[config.mk]
export PLATFORM = sky130hd
export DESIGN_NAME = joy_port
export DESIGN_NICKNAME = d
export VERILOG_FILES = /design/src/rtl/joy_pkg.sv /design/src/rtl/joy_scan.sv /design/src/rtl/joy_port.sv
export SDC_FILE = /design/constraint.sdc
export NUM_CORES = 1
export LEC_CHECK = 0
export ABC_CLOCK_PERIOD_IN_PS = 1900
export CELL_PAD_IN_SITES_DETAIL_PLACEMENT = 1
export CELL_PAD_IN_SITES_GLOBAL_PLACEMENT = 1
export CORE_UTILIZATION = 30
export DETAILED_ROUTE_END_ITERATION = 7
export GPL_TIMING_DRIVEN = 0
export PLACE_DENSITY = 0.58
export SYNTH_ARGS = -nofsm -noshare
export SYNTH_HDL_FRONTEND = slang
export SYNTH_HIERARCHICAL = 1
export SYNTH_SLANG_ARGS = --single-unit
[constraint.sdc]
create_clock -name clock -period 1.9 [get_ports clock]
set_input_delay 0.19 -clock clock [delete_from_list [all_inputs] [get_ports clock]]
set_output_delay 0.19 -clock clock [all_outputs]
set_load 0.01 [all_outputs]
[src/rtl/joy_pkg.sv]
// Shared constants and types for the NES controller port block.
package joy_pkg;

  // CPU-visible register addresses
  localparam logic [15:0] JOY1_ADDR = 16'h4016;
  localparam logic [15:0] JOY2_ADDR = 16'h4017;

  // Button bit positions inside btn1/btn2 and the pad serial order
  localparam int BTN_A      = 0;
  localparam int BTN_B      = 1;
  localparam int BTN_SELECT = 2;
  localparam int BTN_START  = 3;
  localparam int BTN_UP     = 4;
  localparam int BTN_DOWN   = 5;
  localparam int BTN_LEFT   = 6;
  localparam int BTN_RIGHT  = 7;

  // Open-bus value returned in the upper bits of every read
  localparam logic [7:0] JOY_OPEN = 8'h40;

  typedef enum logic [2:0] {
    IDLE,
    LATCH,
    SAMPLE,
    CLKH,
    CLKL,
    DONE
  } scan_state_t;

endpackage

[src/rtl/joy_scan.sv]
// Periodic serial scanner for two NES pads sharing one latch/clock pair.
module joy_scan
  import joy_pkg::*;
#(
  parameter int CLK_DIV     = 150,
  parameter int SCAN_PERIOD = 416666
) (
  input  logic        clock,
  input  logic        reset,
  input  logic        pad_data1,
  input  logic        pad_data2,
  output logic        pad_latch,
  output logic        pad_clk,
  output logic [7:0]  btn1,
  output logic [7:0]  btn2,
  output scan_state_t dbg_state
);

  localparam int DW = (2 * CLK_DIV > 1) ? $clog2(2 * CLK_DIV) : 1;
  localparam int PW = (SCAN_PERIOD > 1) ? $clog2(SCAN_PERIOD) : 1;
  localparam logic [DW-1:0] LATCH_LAST = DW'(2 * CLK_DIV - 1);
  localparam logic [DW-1:0] HALF_LAST  = DW'(CLK_DIV - 1);
  localparam logic [PW-1:0] PER_LAST   = PW'(SCAN_PERIOD - 1);

  scan_state_t   state;
  logic [DW-1:0] div;
  logic [2:0]    bit_idx;
  logic [7:0]    acc1;
  logic [7:0]    acc2;
  logic [PW-1:0] per_cnt;
  logic          first;
  logic          scan_go;
  logic          sync1_a, sync1_b;
  logic          sync2_a, sync2_b;

  assign dbg_state = state;
  // A scan starts on the first cycle out of reset and then every SCAN_PERIOD cycles
  assign scan_go   = first || (per_cnt == PER_LAST);

  // Two-flop synchronizers; idle line level is high (button released)
  always_ff @(posedge clock or posedge reset) begin
    if (reset) begin
      sync1_a <= 1'b1;
      sync1_b <= 1'b1;
      sync2_a <= 1'b1;
      sync2_b <= 1'b1;
    end else begin
      sync1_a <= pad_data1;
      sync1_b <= sync1_a;
      sync2_a <= pad_data2;
      sync2_b <= sync2_a;
    end
  end

  // Free-running period counter, restarted together with each scan start
  always_ff @(posedge clock or posedge reset) begin
    if (reset) begin
      per_cnt <= '0;
      first   <= 1'b1;
    end else begin
      first <= 1'b0;
      if (scan_go) per_cnt <= '0;
      else         per_cnt <= per_cnt + 1'b1;
    end
  end

  // Scanner FSM: latch pulse, then 8 samples separated by 7 clock pulses
  always_ff @(posedge clock or posedge reset) begin
    if (reset) begin
      state     <= IDLE;
      div       <= '0;
      bit_idx   <= '0;
      acc1      <= '0;
      acc2      <= '0;
      pad_latch <= 1'b0;
      pad_clk   <= 1'b0;
      btn1      <= '0;
      btn2      <= '0;
    end else begin
      case (state)
        IDLE: begin
          if (scan_go) begin
            pad_latch <= 1'b1;
            div       <= '0;
            state     <= LATCH;
          end
        end
        LATCH: begin
          if (div == LATCH_LAST) begin
            pad_latch <= 1'b0;
            bit_idx   <= '0;
            state     <= SAMPLE;
          end else begin
            div <= div + 1'b1;
          end
        end
        SAMPLE: begin
          acc1[bit_idx] <= ~sync1_b;
          acc2[bit_idx] <= ~sync2_b;
          div           <= '0;
          if (bit_idx == 3'd7) begin
            state <= DONE;
          end else begin
            pad_clk <= 1'b1;
            state   <= CLKH;
          end
        end
        CLKH: begin
          if (div == HALF_LAST) begin
            pad_clk <= 1'b0;
            div     <= '0;
            state   <= CLKL;
          end else begin
            div <= div + 1'b1;
          end
        end
        CLKL: begin
          if (div == HALF_LAST) begin
            bit_idx <= bit_idx + 1'b1;
            state   <= SAMPLE;
          end else begin
            div <= div + 1'b1;
          end
        end
        DONE: begin
          btn1  <= acc1;
          btn2  <= acc2;
          state <= IDLE;
        end
        default: state <= IDLE;
      endcase
    end
  end

endmodule

[src/rtl/joy_port.sv]
// $4016/$4017 controller registers: strobe, read shift registers, pad scanner.
//
// Bus semantics: the CPU presents address/d with sel for one or more cycles.
// A write acts on every cycle where sel & we is high. A read acts once, on the
// first cycle of sel & rd; q is combinational and valid whenever sel is high.
module joy_port
  import joy_pkg::*;
#(
  parameter int CLK_DIV     = 150,
  parameter int SCAN_PERIOD = 416666
) (
  input  logic        clock,
  input  logic        reset,
  input  logic [15:0] address,
  input  logic        sel,
  input  logic        we,
  input  logic        rd,
  input  logic [7:0]  d,
  output logic [7:0]  q,
  output logic        pad_latch,
  output logic        pad_clk,
  input  logic        pad_data1,
  input  logic        pad_data2,
  output logic [7:0]  btn1,
  output logic [7:0]  btn2
);

  logic        strobe;
  logic [7:0]  sh1;
  logic [7:0]  sh2;
  logic        rd_prev;
  logic        rd_edge;
  logic        wr_4016;
  logic        rd_bit;
  scan_state_t scan_state;
  logic        unused_bits;

  // Only address[0] distinguishes the two registers; the decoder owns the rest
  assign unused_bits = ^{address[15:1], d[7:1], scan_state};
  assign wr_4016     = sel && we && !address[0];
  assign rd_edge     = sel && rd && !rd_prev;

  joy_scan #(
    .CLK_DIV     (CLK_DIV),
    .SCAN_PERIOD (SCAN_PERIOD)
  ) u_scan (
    .clock     (clock),
    .reset     (reset),
    .pad_data1 (pad_data1),
    .pad_data2 (pad_data2),
    .pad_latch (pad_latch),
    .pad_clk   (pad_clk),
    .btn1      (btn1),
    .btn2      (btn2),
    .dbg_state (scan_state)
  );

  // Strobe register written from $4016 bit 0
  always_ff @(posedge clock or posedge reset) begin
    if (reset) strobe <= 1'b0;
    else if (wr_4016) strobe <= d[0];
  end

  // Read-edge detector so a long rd pulse shifts only once
  always_ff @(posedge clock or posedge reset) begin
    if (reset) rd_prev <= 1'b0;
    else       rd_prev <= sel && rd;
  end

  // Shift registers: reload while strobed, otherwise shift in 1s on each read
  always_ff @(posedge clock or posedge reset) begin
    if (reset) begin
      sh1 <= '0;
      sh2 <= '0;
    end else if (strobe) begin
      sh1 <= btn1;
      sh2 <= btn2;
    end else if (rd_edge) begin
      if (address[0]) sh2 <= {1'b1, sh2[7:1]};
      else            sh1 <= {1'b1, sh1[7:1]};
    end
  end

  // Read mux: while strobed the current button A state is visible live
  always_comb begin
    rd_bit = 1'b0;
    q      = JOY_OPEN;
    if (address[0]) rd_bit = strobe ? btn2[BTN_A] : sh2[0];
    else            rd_bit = strobe ? btn1[BTN_A] : sh1[0];
    if (sel) q = {JOY_OPEN[7:1], rd_bit};
  end

endmodule

Yosys cells after proc, flatten, opt, wreduce, memory -nomap -nowiden
Index checks and enable logic that the tools add are counted.
{ "word_totals": {"regBits": 91, "inputBits": 31, "out_inout_bits": 26, "wordCells": 100} }
{ "classes": {"n_addsub": 3, "order_cmp": 2, "eq_ne": 17, "muxes": 35, "bitwise_logic": 2, "n_reduce_logical": 22} }
{ "ops": {"columns": ["op", "n"], "rows": [
  ["$mux 8", 6],
  ["$pmux 9 s5", 1],
  ["$mux 9", 4],
  ["$mux 3", 7],
  ["$add 19x1->19 const B", 1],
  ["$eq 19x19->1 const B", 1],
  ["$mux 19", 1],
  ["$bwmux 8", 2],
  ["$pmux 3 s5", 1],
  ["$ne 2x1->1 const B", 5],
  ["$reduce_bool 2->1", 5],
  ["$add 9x1->9 const B", 1],
  ["$eq 3x3->1 const B", 3],
  ["$eq 9x8->1 const B", 1],
  ["$eq 9x9->1 const B", 1],
  ["$mux 1", 9],
  ["$reduce_and 3->1", 3],
  ["$reduce_and 4->1", 2],
  ["$eq 3x2->1 const B", 2],
  ["$ne 2x2->1 const B", 3],
  ["$pmux 3 s2", 1],
  ["$logic_and 1x1->1", 5],
  ["$reduce_bool 5->1", 1],
  ["$lt 3x4->1 const B", 1],
  ["other kinds (10)", 14]
]} }

Logic depth before layout (Yosys ltp)
{ "depth": {"ltp_word": 5, "mapped_depth": 8, "depth_no_buf": 8} }

Hierarchy
The synthesis kept the hierarchy.
{ "modules_own_cells": {"columns": ["module", "instances", "cells_per_inst", "area_each_um2", "seq_area_each_um2"], "rows": [
  ["joy_scan", 1, 312, 3305.7, 1833.0],
  ["joy_port", 1, 89, 918.4, 450.4]
]} }

Worst setup path after synthesis
Ideal clock, no wire load.
{ "synth_timing": {"path_type": "register to register", "startpoint": "register u_scan.div[2]", "endpoint": "register u_scan.bit_idx[2]", "setup_ns": 0.122, "t_arrival_ns": 1.680, "required_time_ns": 1.778, "path_slack_ns": 0.098, "path_stages_with_launch": 7, "path_buffers": 0, "synth_period_minus_slack_ns": 1.802, "cell_sequence": "dfrtp_1 > or4b_1 > nor3_2 > nand2_1 > a21o_1 > a21o_1 > a32o_1"} }
{ "synth_between": {"elab_chain_len": 3, "elab_cells_between_ends": 5, "cone_classes": "4 x eq/ne; 1 x reduce/logical"} }
{ "synth_rtl": {"columns": ["item", "line", "text"], "rows": [
  ["start, declared", "joy_scan.sv:26", "logic [DW-1:0] div;"],
  ["start signal, assigned", "joy_scan.sv:94", "div <= div + 1'b1;"],
  ["start signal, assigned", "joy_scan.sv:114", "div <= div + 1'b1;"],
  ["start signal, assigned", "joy_scan.sv:122", "div <= div + 1'b1;"],
  ["$eq 9x8->1 or $eq 9x9->1 (tied branches)", "joy_scan.sv:118, joy_scan.sv:89", null],
  ["$ne 2x1->1 (no source line)", null, null],
  ["$reduce_and 3->1 (no source line) *", null, null],
  ["end signal, assigned", "joy_scan.sv:119", "bit_idx <= bit_idx + 1'b1;"],
  ["end, declared", "joy_scan.sv:27", "logic [2:0] bit_idx;"]
]} }
Every way passes the cells marked *; elsewhere a longest branch is shown, timed or not.
A chain may end at the register's enable or synchronous reset.

Final worst setup path
{ "layout_timing": {"startpoint": "register u_scan.div[6]", "endpoint": "register u_scan.bit_idx[2]"} }
Same word-level chain as after synthesis.

==> impl_metrics.tcl <==
set metrics [dict create \
    status "complete, but fails checks" \
    viasPerCell 4.78 \
    grtUsageTotal_pct 15.0 \
    synth_top_family_by_area "simple AND/OR/NAND/NOR gates" \
    hold_viol 0 \
    ys_ff_latch 91 \
    synthMuxAreaShare_pct 9.03 \
    vdd_drop_max_mv 0.467 \
    max_stage_delay_ps 550 \
    met3_usage_pct 4.34 \
    antenna_found_initial 0 \
    synth_edf_count 0 \
    postCtsHoldBufs 0 \
    end_kind "flop" \
    violations "setup timing" \
    n_antenna_cell 0 \
    drt-initial-drc-count 150 \
    synth_ff_type "dfrtp_1" \
    crit_chain "or4b_4 -> nor3_4 -> nand2_1 -> a21o_1 -> a21o_1 -> a32o_1" \
    tritoncts "built" \
    core_area_um2 13500 \
    async_flop_share_pct 100 \
    worstSetupPathType "flop to flop" \
    htreeDepth 3 \
    wl_per_cell_um 15.2 \
    remaining_drc_errors 0 \
    final_cell_mix "dfrtp_1, nand2_1, nor2_1, buf_4, clkdlybuf4s50_1" \
    ant_nets 0 \
    crit_fanout 2 \
    p_total_uw 4640 \
    power.leakage_uw 0.00245 \
    setup_viol 2 \
    synth_xor_area_share_pct 2.90 \
    routed_wl_um 9880 \
    crit_arrival_ps 2150 \
    drt_first_pass_iters 4 \
    avgSynthCellArea_um2 10.5 \
    maxSlewHeadroom_pct 46.0 \
    cts_root_buf "clkbuf_16" \
    yosysSeqAreaShare_pct 54.1 \
    cp_slowest_cell "or4b_4" \
    worst_slew_pin_slew_ps 808 \
    gr-total-overflow 0 \
    num_rows 42 \
    max-cap-violations 0 \
    start_kind "flop" \
    p_per_area_nw_per_um2 859 \
    layout_commonest_cell "dfrtp_1" \
    use_met1_pct 17.5 \
    synth_area_leaders "dfrtp_1, nand2_1, mux2i_1, mux2_2, nor2_1" \
    netlist_instances 401 \
    cts_made_buffers 9 \
    fillCellCount 1504 \
    insertion_delay_ps 350 \
    max_freq_ghz 0.521 \
    pre_cts_ws_ps -155 \
    ioPinCount 57 \
    die_y_um 121 \
    synth_top_area_cell "dfrtp_1" \
    grt_use_met2_pct 26.8 \
    die_x_um 121 \
    synthAdderAreaFrac_pct 1.78 \
    placed_cell_area_um2 4760 \
    yosysWarnings 6 \
    ff2ff_setup_slack_ps -20 \
    tns_ps -29.3 \
    initial_core_util_pct 31.3 \
    grt-busiest-layer "met2" \
    yosys.area.top_type_share_pct 50.9 \
    clkTransAtPathRegs_ps 70 \
    die_area_um2 14600 \
    grt_pass1_wl_um 17000 \
    critPathRequiredTime_ps 2130 \
    period_share_pct 101 \
    area_delta_synth_final_pct 27.9 \
    skew_ps 8.95 \
    syn_area_um2 4220 \
    vias 3116 \
    ys_types 55 \
    clockBufferDepth 2 \
    synthSimpleGateAreaFrac_pct 17.7 \
    synth_compound_area_share_pct 10.2 \
    fin_ws_ps -20.9 \
    final_area_um2 5400 \
    io_buffers 27 \
    drv_slew 0 \
    hold_path_class "input port to flop" \
    grt_max_degree 40 \
    gp_congestion 0.719 \
    cp_common_cell "a21o_1" \
    hpwl_um 6860 \
    grt_setup_unrepaired "true" \
    nets 508 \
    fin_crit_ps 1920 \
    final_layout_size_suffix_gt1_share_pct 25.2 \
    cts.sinks 91 \
    grt_pass1_vias 3281 \
]
cell usage after synthesis, drive strengths merged (3+ instances only):
library cell / count
nor2b: 3
nand2: 56
buf: 18
dfrtp: 86
xor2: 10
or3: 5
ha: 6
nor3: 7
conb: 3
inv: 9
o21ai: 43
dfstp: 5
a21oi: 11
nand3: 8
mux2: 15
nor2: 36
clkbuf: 3
xnor2: 4
mux2i: 19
a21o: 4
o2bb2ai: 3
nor3b: 3
and3: 12
nand4: 5
per-layer routing:
layer | vias to the layer above | wire length, um | share of wire (%)
met3 | 11 | 353 | 3.6
met4 | 0 | 111 | 1.1
met1 | 1546 | 4290 | 43
met2 | 39 | 5130 | 52
li1 | 1520 | - | -
met5 | - | 0 | 0
layout make-up:
cell class	count	area, um^2	area share (%)
clock inverter	5	36.3	0.671
clock buffer	11	243	4.49
buffer	19	133	2.45
tap	176	220	4.08
timing repair buffer	56	513	9.49
inverter	9	37.5	0.695
multi-input combinational	285	1930	35.8
sequential	91	2290	42.3
state kept, by name, indices dropped and copies added (netlist names):
name / count
u_scan/btn2: 8
u_scan/sync1_a: 1
u_scan/first: 1
u_scan/sync1_b: 1
sh1: 8
u_scan/per_cnt: 19
strobe: 1
u_scan/div: 9
u_scan/pad_latch: 1
u_scan/sync2_a: 1
sh2: 8
u_scan/pad_clk: 1
u_scan/dbg_state: 3
u_scan/bit_idx: 3
u_scan/acc2: 8
u_scan/btn1: 8
rd_prev: 1
u_scan/acc1: 8
u_scan/sync2_b: 1
timing repair:
action | CTS | global route
setup buffers | 17 | 11
pin swaps | 12 | 18
endpoints found under the setup margin | 18 | 37
gates cloned | 0 | 1
gates resized for setup | 16 | 29
per-stage QoR:
| stage | hold WS [ps] | std cells | utilization [%] |
|---|---|---|---|
| detailed placement | 347 | 610 | 35.2 |
| finish | 255 | 652 | 40.0 |
| floorplan | 129 | 406 | - |
| global placement | 347 | 609 | 35.1 |
| CTS | 246 | 642 | 38.7 |
| global route | 239 | 652 | 40.0 |
final timing paths:
path / from / endpoint / cells after the start
max in group asynchronous: reset / u_scan/first / 3
setup / recovery: u_scan/div[6] / u_scan/bit_idx[2] / 6
hold / removal: pad_data2 / u_scan/sync2_a / 1
min in group asynchronous: reset / sh2[7] / 2
hold reg to reg: u_scan/sync2_a / u_scan/sync2_b / 0
setup reg to reg: u_scan/div[6] / u_scan/bit_idx[2] / 6
critical path: cells and delay by family (launching register included):
kind	cells	cell delay, ps
simple gates	3	830
compound gates	3	570
flops	1	410
kinds of logic after synthesis:
family          after synthesis
other cells                   3
buf+inv                      30
compound gates               72
mux                          35
xor+xnor                     14
simple gates                150
fa+ha+maj                     6
flops                        91
power by group:
| part | leakage (uW) | internal, uW | total [uW] | switching, uW |
|---|---|---|---|---|
| clock network | 0.000140 | 928 | 1690 | 763 |
| registers | 0.00123 | 2060 | 2160 | 107 |
| logic | 0.00109 | 388 | 787 | 399 |
| total | 0.00245 | 3370 | 4640 | 1270 |
No activity file was read; power rests on OpenSTA's default activity.
